[config.mk]
export PLATFORM = sky130hd
export DESIGN_NAME = logic_cmp_arbiter
export DESIGN_NICKNAME = d
export VERILOG_FILES = /design/src/rtl/logic_cmp_arbiter.sv
export SDC_FILE = /design/constraint.sdc
export NUM_CORES = 1
export LEC_CHECK = 0
export CORE_ASPECT_RATIO = 0.9
export CORE_MARGIN = 2
export CORE_UTILIZATION = 41
export DETAILED_ROUTE_END_ITERATION = 8
export PLACE_DENSITY = 0.84
export SETUP_SLACK_MARGIN = 0.2
export SYNTH_ARGS = -nofsm -noshare
export SYNTH_HDL_FRONTEND = slang
export SYNTH_SLANG_ARGS = --single-unit
export TNS_END_PERCENT = 20
[constraint.sdc]
create_clock -name clk -period 3.9 [get_ports clk]
set_input_delay 1.17 -clock clk [delete_from_list [all_inputs] [get_ports clk]]
set_output_delay 1.17 -clock clk [all_outputs]
set_load 0.01 [all_outputs]
[src/rtl/logic_cmp_arbiter.sv]
// Round-robin shared logical-compare unit with a fixed-length run of MAX_OPS grants.
// Optional consumed-cond counter output is enabled by defining LOGIC_CMP_COND_CNT_EN.
module logic_cmp_arbiter #(
    parameter  int WIDTH   = 8,
    parameter  int MAX_OPS = 8,
    localparam int CW      = $clog2(MAX_OPS + 1)
) (
    input  logic             clk,
    input  logic             rst,
    input  logic             req0_valid,
    input  logic [WIDTH-1:0] req0_a,
    input  logic [WIDTH-1:0] req0_b,
    output logic             req0_ready,
    input  logic             req1_valid,
    input  logic [WIDTH-1:0] req1_a,
    input  logic [WIDTH-1:0] req1_b,
    output logic             req1_ready,
    output logic             res_valid,
    input  logic             res_ready,
    output logic             res_id,
    output logic             res_and,
    output logic             res_or,
    output logic             res_eq,
    output logic             res_cond,
    output logic [CW-1:0]    op_count,
    output logic             done,
`ifdef LOGIC_CMP_COND_CNT_EN
    output logic [CW-1:0]    cond_count,
`endif
    input  logic             restart
);

    typedef enum logic [1:0] {
        ST_RUN   = 2'd0,
        ST_DRAIN = 2'd1,
        ST_DONE  = 2'd2
    } state_t;

    state_t     state_reg;
    state_t     state_next;
    logic       last_grant_reg;
    logic       slot;
    logic       grant;
    logic       grant_id;
    logic [WIDTH-1:0] sel_a;
    logic [WIDTH-1:0] sel_b;
    logic       cmp_and;
    logic       cmp_or;
    logic       cmp_eq;
    logic       cmp_cond;
    logic       last_op;
    logic       rearm;

    // A new pair may issue only while running and the result slot is free or being freed.
    assign slot = (!res_valid || res_ready) && (state_reg == ST_RUN);

    always_comb begin
        req0_ready = 1'b0;
        req1_ready = 1'b0;
        if (req0_valid && req1_valid) begin
            if (last_grant_reg) begin
                req0_ready = slot;
            end else begin
                req1_ready = slot;
            end
        end else begin
            req0_ready = req0_valid && slot;
            req1_ready = req1_valid && slot;
        end
    end

    assign grant    = req0_ready || req1_ready;
    assign grant_id = req1_ready;
    assign sel_a    = grant_id ? req1_a : req0_a;
    assign sel_b    = grant_id ? req1_b : req0_b;

    assign cmp_and  = (sel_a != '0) && (sel_b != '0);
    assign cmp_or   = (sel_a != '0) || (sel_b != '0);
    assign cmp_eq   = (sel_a == sel_b);
    assign cmp_cond = ((sel_a[3] == sel_b[3]) && (sel_a[2] != sel_b[2])) || (sel_a == '0);

    assign last_op  = (op_count == CW'(MAX_OPS - 1));
    assign rearm    = (state_reg == ST_DONE) && restart;
    assign done     = (state_reg == ST_DONE);

    always_comb begin
        state_next = state_reg;
        case (state_reg)
            ST_RUN: begin
                if (grant && last_op) begin
                    state_next = ST_DRAIN;
                end
            end
            ST_DRAIN: begin
                if (!res_valid || res_ready) begin
                    state_next = ST_DONE;
                end
            end
            ST_DONE: begin
                if (restart) begin
                    state_next = ST_RUN;
                end
            end
            default: state_next = ST_RUN;
        endcase
    end

    always_ff @(posedge clk or posedge rst) begin
        if (rst) begin
            state_reg      <= ST_RUN;
            last_grant_reg <= 1'b1;
            op_count       <= '0;
        end else begin
            state_reg <= state_next;
            if (grant) begin
                last_grant_reg <= grant_id;
                op_count       <= op_count + 1'b1;
            end else if (rearm) begin
                last_grant_reg <= 1'b1;
                op_count       <= '0;
            end
        end
    end

    // A grant overwrites the result registers; otherwise they hold until consumed.
    always_ff @(posedge clk or posedge rst) begin
        if (rst) begin
            res_valid <= 1'b0;
            res_id    <= 1'b0;
            res_and   <= 1'b0;
            res_or    <= 1'b0;
            res_eq    <= 1'b0;
            res_cond  <= 1'b0;
        end else if (grant) begin
            res_valid <= 1'b1;
            res_id    <= grant_id;
            res_and   <= cmp_and;
            res_or    <= cmp_or;
            res_eq    <= cmp_eq;
            res_cond  <= cmp_cond;
        end else if (res_ready) begin
            res_valid <= 1'b0;
        end
    end

`ifdef LOGIC_CMP_COND_CNT_EN
    always_ff @(posedge clk or posedge rst) begin
        if (rst) begin
            cond_count <= '0;
        end else if (rearm) begin
            cond_count <= '0;
        end else if (res_valid && res_ready && res_cond && (cond_count != CW'(MAX_OPS))) begin
            cond_count <= cond_count + 1'b1;
        end
    end
`else
    // Without the counter the result stream needs no extra bookkeeping.
`endif

endmodule

### Word level (Yosys, flattened, before mapping)

Cells that the tools add are included.

| cells by class | value |
|---|---|
| reduce and logical (&&, ||, !) cells | 20 |
| equality and inequality tests | 9 |
| muxes and demuxes | 16 |
| add/subtract/negate cells | 1 |

Operators by type and width:

| cell | number |
|---|---|
| 8-bit 2-to-1 mux | 2 |
| 8-bit nonzero test | 2 |
| 8-bit == test | 1 |
| 1-bit logical AND | 8 |
| 8-bit zero test | 1 |
| 1-bit 2-to-1 mux | 8 |
| 4-bit 2-to-1 mux | 2 |
| 2-bit 2-to-1 mux | 3 |
| 2-bit case mux with 3 select lines | 1 |
| 4-bit by 1-bit adder with 4-bit output (second input constant) | 1 |
| 4-bit by 3-bit == test with 1-bit output (second input constant) | 1 |
| 1-bit logical OR | 4 |
| 2-bit by 1-bit != test with 1-bit output (second input constant) | 2 |
| 2-bit nonzero test | 2 |
| 3-bit AND reduction | 1 |
| 2-bit by 1-bit == test with 1-bit output (second input constant) | 1 |
| 2-bit == test (second input constant) | 1 |
| 2-bit zero test | 1 |
| 2-bit != test (second input constant) | 1 |
| 1-bit == test | 1 |
| 1-bit zero test | 1 |
| 1-bit != test | 1 |

| storage, ports and cells | value |
|---|---|
| bits of input ports | 38 |
| register bits | 13 |
| word-level logic and storage cells | 55 |
| output and inout port bits | 13 |

### Depth between registers and ports, before layout

Gate-level depths: netlist of the first run.

| logic depth | value |
|---|---|
| depth after elaboration | 9 |
| gate-level depth with buffers | 6 |
| mapped depth without buffers | 6 |

### Worst setup path before layout of the first run

No wires, ideal clock.

| timing path | value |
|---|---|
| path kind | input to output |
| start | input req1_valid |
| end | output req1_ready |
| cell stages on the path | 3 |
| data arrival time | 1607 ps |
| slack | 1123 ps |
| buffers on the path | 0 |
| data required time | 2730 ps |
| path through | a21boi_4 -> nand3_4 -> inv_6 |

| between the ends | value |
|---|---|
| longest elaborated chain between the ends | 2 |
| elaborated cells between the ends (all ways) | 3 |
| those cells by class | mux: 1; reduce/logical: 2 |

RTL lines:

| element | line | text |
|---|---|---|
| from (decl) | 14 | `input logic req1_valid,` |
| 1-bit logical AND, on equally long branches | 68, 60 |  |
| 1-bit 2-to-1 mux * | 60 | `if (req0_valid && req1_valid) begin` |
| to (decl) | 17 | `output logic req1_ready,` |

Every way passes the cells marked *; elsewhere a longest branch is shown, timed or not.

### Worst setup path after layout of the first run

| timing path | value |
|---|---|
| start | input res_ready |
| end | output req0_ready |

| between the ends | value |
|---|---|
| longest elaborated chain between the ends | 4 |
| elaborated cells between the ends (all ways) | 5 |
| those cells by class | mux: 2; reduce/logical: 3 |

RTL lines:

| element | line | text |
|---|---|---|
| from (decl) | 19 | `input logic res_ready,` |
| 1-bit logical OR * | 55 | `assign slot = (!res_valid \|\| res_ready) && (state_reg == ST_RUN);` |
| 1-bit logical AND * | 55 |  |
| 1-bit 2-to-1 mux or 1-bit logical AND (tied branches) | 61, 67 |  |
| 1-bit 2-to-1 mux * | 60 |  |
| to (decl) | 13 | `output logic req0_ready,` |

Marked as above.

==> summary.txt, run 1 <==
status: finished clean
worst-skew pair later-pin latency: 0.27 ns
FF-to-FF setup slack: 2.20 ns
Die Span Y: 49.7 um
first-pass GRT wire length: 3720 um
Power, Total: 696 uW
combinational share of power: 0.530
leakage power total: 0.652 nW
filler cell count: 177
PwrDens: 454 nW/um^2
skew final: 0.00162 ns
VDD IR max: 0.000295 V
Post-Place Cells: 183
Worst Max-Slew Pin Slew: 1.07 ns
cells on worst reg2reg path: 5
Inserted Clock Buffers: 3
Syn Inst Count: 106
Worst Hold Path Cells: 2
Setup crit start: res_ready
Critical R2R Capture: res_eq
GP Congestion: 0.851
first drt pass iteration count: 4
DRT iter0 DRCs: 9
# IOs: 51
Routed WL: 2190 um
DRC: 0
Max-Cap Viols: 0
Seq pwr share: 0.353
core area: 2180 um^2
Netlist cell types: 36
Final Setup Violations: 0
# port buffers: 50
slowest stage delay, CP: 0.53 ns
NumNets Final: 202
crit path cell chain: clkdlybuf4s50_1 -> nor2b_4 -> nor3_2 -> nand3_1 -> inv_1 -> dlygate4sd2_1
async set-reset flop share out of synthesis: 1.00
slew margin rel.: 0.282
Synth Register Bits: 13
final hold violation count: 0
WL/cell: 11.6 um
clk sink count: 13
Crit path required time: 2.73 ns
Worst setup SP type: input port
crit path time final: 3.53 ns
Worst Setup Path Type: in2out
root cell of the clock tree: clkbuf_4
Area after DPL: 1480 um^2
multi-input logic area: 584 um^2
period utilisation layout: 0.905
fmax: 283 MHz
Overflow after GRT: 0
Crit path arrival time: 2.36 ns
sequential share of the synthesized area: 0.344
Clock Power Share: 0.117
CTS max path bufs: 2
NetSw: 254 uW
Cell Area, Synth: 950 um^2
Synth Flop Type: dfrtp_1
Worst Hold End: res_id
DP Worst Slack: 0.0814 ns
initial antenna violation count: 0
Die W: 54.7 um
DR vias: 1001
setup TNS: 0 ns
Final Instance Area: 1530 um^2
largest net degree at the start of global routing: 19
CP max stage cell: clkdlybuf4s50_1
worst reg2reg startpoint: res_valid
die area: 2720 um^2
max-slew violations: 0
# rows: 16
layout cells sized above 1: 0.0926
initial core utilization: 0.435
FF+latch area: 327 um^2
Max FO, Critical Path: 3
Synth Warn #: 0
Finished Layout Cells: 189
worst hold-check path type: reg2reg
internal power: 442 uW
CTS tree: built
Setup WS post-layout: 0.370 ns
DPL Wire Length: 1890 um
CP endpoint kind: primary output
CTS Hold Bufs: 0
HP Start: res_id
Post-synth EDFFs: 0
vias in the first global route: 939
switching fraction of total power: 0.366
Ant. Diodes: 0
Global Route Usage Sum: 0.182
P&R area growth vs syn: 61.5%
DRT antenna net count: 0
number of vias per cell: 5.30
CTS H-tree lvls: 1
Syn Area/Cell: 8.96 um^2
clock slew at reported path FFs: 0.08 ns
Synthesized Nets: 145
RSZ-0062 raised after global routing: false
max reg flops: 4
worst max-delay path by stage:
stage                     cells after the start  slack, ns    endpoint
after global placement                        5       0.11  req1_ready
after detailed placement                      5       0.08  req1_ready
after global routing                          6       0.28  req0_ready
after floorplan                               3       1.12  req1_ready
after CTS                                     5       0.11  req1_ready
final                                         6       0.37  req0_ready
Yosys cell counts, types with 2 or more instances:
cell / number / area, um^2
a21o_1: 2 / 15.0
a21oi_1: 4 / 20.0
dfrtp_1: 12 / 300
inv_1: 8 / 30.0
mux2i_1: 3 / 30.0
nand2_1: 13 / 48.8
nand2b_1: 2 / 12.5
nand3_1: 6 / 30.0
nor2_1: 3 / 11.3
nor3_1: 3 / 15.0
nor3b_1: 2 / 15.0
nor4_1: 9 / 56.3
o21ai_0: 4 / 20.0
o21ai_1: 2 / 10.0
xnor2_1: 5 / 43.8
xor2_1: 8 / 70.1
per-layer routing:
layer,GRT usage,share of wire
met1,0.231,0.42
met2,0.290,0.47
met3,0.0273,0.087
met4,0.0917,0.015
met5,0,0
worst max-delay path: cells and delay by family:
kind / cells / cell delay (ns)
buffers and inverters: 3 / 0.88
AND/OR/NAND/NOR: 3 / 0.30
power groups by stage:
stage	combinational, mW	sequential [mW]	clock, mW
5_1_grt	0.414	0.255	0.0940
6_report	0.369	0.246	0.0816
2_1_floorplan	0.172	0.258	0
3_5_place_dp	0.369	0.246	0
3_3_place_gp	0.361	0.243	0
4_1_cts	0.371	0.244	0.0839
stage by stage:
stage,hold slack [ns],util
6_report,0.483,0.703
5_1_grt,0.527,0.703
4_1_cts,0.488,0.695
3_5_place_dp,0.470,0.680
3_3_place_gp,0.465,0.680
2_1_floorplan,0.471,-
layout make-up:
class	count	share of cell area
clock buffers	4	0.0171
repair buffers	53	0.342
multi-input cells	83	0.381
flip-flops and latches	13	0.213
well taps	27	0.0220
inverters	9	0.0253
cells in the final DEF, fill, tap and decap left out, types with 2 or more instances in the layout:
| master | synthesis | routed |
|---|---|---|
| o21ai_1 | 2 | 2 |
| nor3_1 | 3 | 3 |
| a21oi_1 | 4 | 4 |
| inv_1 | 8 | 8 |
| dfrtp_1 | 12 | 12 |
| a21o_1 | 2 | 2 |
| buf_4 | 1 | 3 |
| nor4_1 | 9 | 9 |
| xor2_1 | 8 | 8 |
| clkdlybuf4s50_1 | 0 | 48 |
| nand2_1 | 13 | 13 |
| xnor2_1 | 5 | 5 |
| nor3b_1 | 2 | 2 |
| o21ai_0 | 4 | 4 |
| nor2_1 | 3 | 3 |
| mux2i_1 | 3 | 3 |
| nand3_1 | 6 | 6 |
| clkbuf_4 | 0 | 3 |
cell families (layout without fill, tap and decap cells):
kind of cell | Yosys count | after routing | synth area share
compound gates | 21 | 21 | 0.162
xor+xnor | 13 | 13 | 0.120
fa+ha+maj | 1 | 1 | 0.0132
buf+inv | 10 | 66 | 0.0488
flops | 13 | 13 | 0.344
mux | 3 | 3 | 0.0316
simple gates | 45 | 45 | 0.281
repair_timing:
action | in CTS | in global routing
setup endpoints to repair | 2 | 1
gates resized for setup | 1 | 2
buffers inserted | 1 | 1
No activity file was read; power rests on OpenSTA's default activity.
==> run 2: changes to the inputs <==
--- a/config.mk
+++ b/config.mk
@@ -7,9 +7,9 @@
 export LEC_CHECK = 0
 export CORE_ASPECT_RATIO = 0.9
 export CORE_MARGIN = 2
-export CORE_UTILIZATION = 41
+export CORE_UTILIZATION = 39
 export DETAILED_ROUTE_END_ITERATION = 8
-export PLACE_DENSITY = 0.84
+export PLACE_DENSITY = 0.8
 export SETUP_SLACK_MARGIN = 0.2
 export SYNTH_ARGS = -nofsm -noshare
 export SYNTH_HDL_FRONTEND = slang
==> constraint.sdc (replaced) <==
create_clock -name clk -period 3.85 [get_ports clk]
set_input_delay 1.155 -clock clk [delete_from_list [all_inputs] [get_ports clk]]
set_output_delay 1.155 -clock clk [all_outputs]
set_load 0.01 [all_outputs]
==> summary.txt, run 2 (synthesis results as in run 1) <==
Clock Power Share: 0.121
Setup WS post-layout: 0.313 ns
CTS H-tree lvls: 1
Routed WL: 2400 um
skew final: 0.00187 ns
initial core utilization: 0.424
worst hold-check path type: reg2reg
HP Start: res_or
Crit path arrival time: 2.38 ns
DRT antenna net count: 0
Final Instance Area: 1520 um^2
Worst Max-Slew Pin Slew: 1.09 ns
combinational share of power: 0.530
vias in the first global route: 994
Final Setup Violations: 0
P&R area growth vs syn: 59.9%
worst path bufs/invs: 3
CP endpoint kind: primary output
VDD IR max: 0.000329 V
DRT iter0 DRCs: 21
CTS tree: built
GP Congestion: 0.817
CP max stage cell: clkdlybuf4s50_1
initial antenna violation count: 0
clock slew at reported path FFs: 0.08 ns
NumNets Final: 201
FF-to-FF setup slack: 2.15 ns
DPL Wire Length: 2080 um
Max FO, Critical Path: 4
worst-skew pair later-pin latency: 0.28 ns
crit path time final: 3.54 ns
max-slew violations: 0
setup TNS: 0 ns
WHS: 0.483 ns
NetSw: 260 uW
fmax: 283 MHz
Die W: 56.0 um
Overflow after GRT: 0
most frequent cells in the layout: clkdlybuf4s50_1 (48), nand2_1 (13), dfrtp_1 (12)
Crit path max-delay family: buffers and inverters
worst reg2reg startpoint: res_valid
Post-Place Cells: 183
leakage power total: 0.641 nW
WL/cell: 12.8 um
Die Span Y: 50.8 um
status: finished clean
slowest stage delay, CP: 0.51 ns
PwrDens: 463 nW/um^2
core area: 2240 um^2
Worst Setup Path Type: in2out
RSZ-0062 raised after global routing: false
slew margin rel.: 0.269
Ant. Diodes: 0
DP Worst Slack: 0.0142 ns
die area: 2850 um^2
final hold violation count: 0
crit path cell chain: clkdlybuf4s50_1 -> a21boi_4 -> nand3_4 -> inv_6 -> dlygate4sd2_1
Worst setup SP type: input port
period utilisation layout: 0.919
first drt pass iteration count: 4
Global Route Usage Sum: 0.182
Inserted Clock Buffers: 3
# rows: 16
DRC: 0
switching fraction of total power: 0.370
largest net degree at the start of global routing: 19
layout cells sized above 1: 0.0807
Setup crit start: req1_valid
# port buffers: 50
Crit path required time: 2.69 ns
Area after DPL: 1480 um^2
CTS max path bufs: 2
first-pass GRT wire length: 4070 um
Seq pwr share: 0.349
max reg flops: 4
clk sink count: 13
Finished Layout Cells: 188
number of vias per cell: 5.22
internal power: 443 uW
DR vias: 981
root cell of the clock tree: clkbuf_4
Max-Cap Viols: 0
# IOs: 51
most common cell after layout, fill and taps aside: clkdlybuf4s50_1
## run 2: routing by layer
metal,routed length (um),GRT usage,up-vias
li1,-,-,490
met1,1020,0.192,440
met2,1150,0.353,45
met3,197,0.0354,6
met4,34,0.0754,0
met5,0,0,-
## run 2: worst paths after layout
kind / end / cells past startpoint
min in group asynchronous: res_id / 2
setup reg to reg: res_eq / 5
max in group asynchronous: last_grant_reg / 2
setup / recovery: req1_ready / 5
hold / removal: res_or / 1
hold reg to reg: res_or / 1
## run 2: final cells by class
type / count / area [um^2]
Fill cell: 184 / 723
Multi-Input combinational cell: 83 / 577
Timing Repair Buffer: 52 / 517
Sequential cell: 13 / 327
Inverter: 9 / 38.8
Tap cell: 27 / 33.8
Clock buffer: 4 / 26.3
## run 2: power by group through the flow
stage | Combinational (mW) | Sequential, mW | Clock, mW
2_1_floorplan | 0.174 | 0.261 | 0
3_3_place_gp | 0.367 | 0.246 | 0
3_5_place_dp | 0.376 | 0.248 | 0
4_1_cts | 0.377 | 0.246 | 0.0887
5_1_grt | 0.403 | 0.256 | 0.0952
6_report | 0.373 | 0.246 | 0.0852
## run 2: what timing repair did
item,CTS,global route
hold buffers,0,0
cloned,0,0
pin swaps,0,0
setup endpoints to repair,2,1
gates resized for setup,1,1
setup buffers,1,0
## run 2: metrics by stage
stage,power [mW],util
after floorplan,0.435,-
after global placement,0.613,0.662
after detailed placement,0.624,0.662
after CTS,0.711,0.676
after global routing,0.754,0.677
final,0.703,0.677
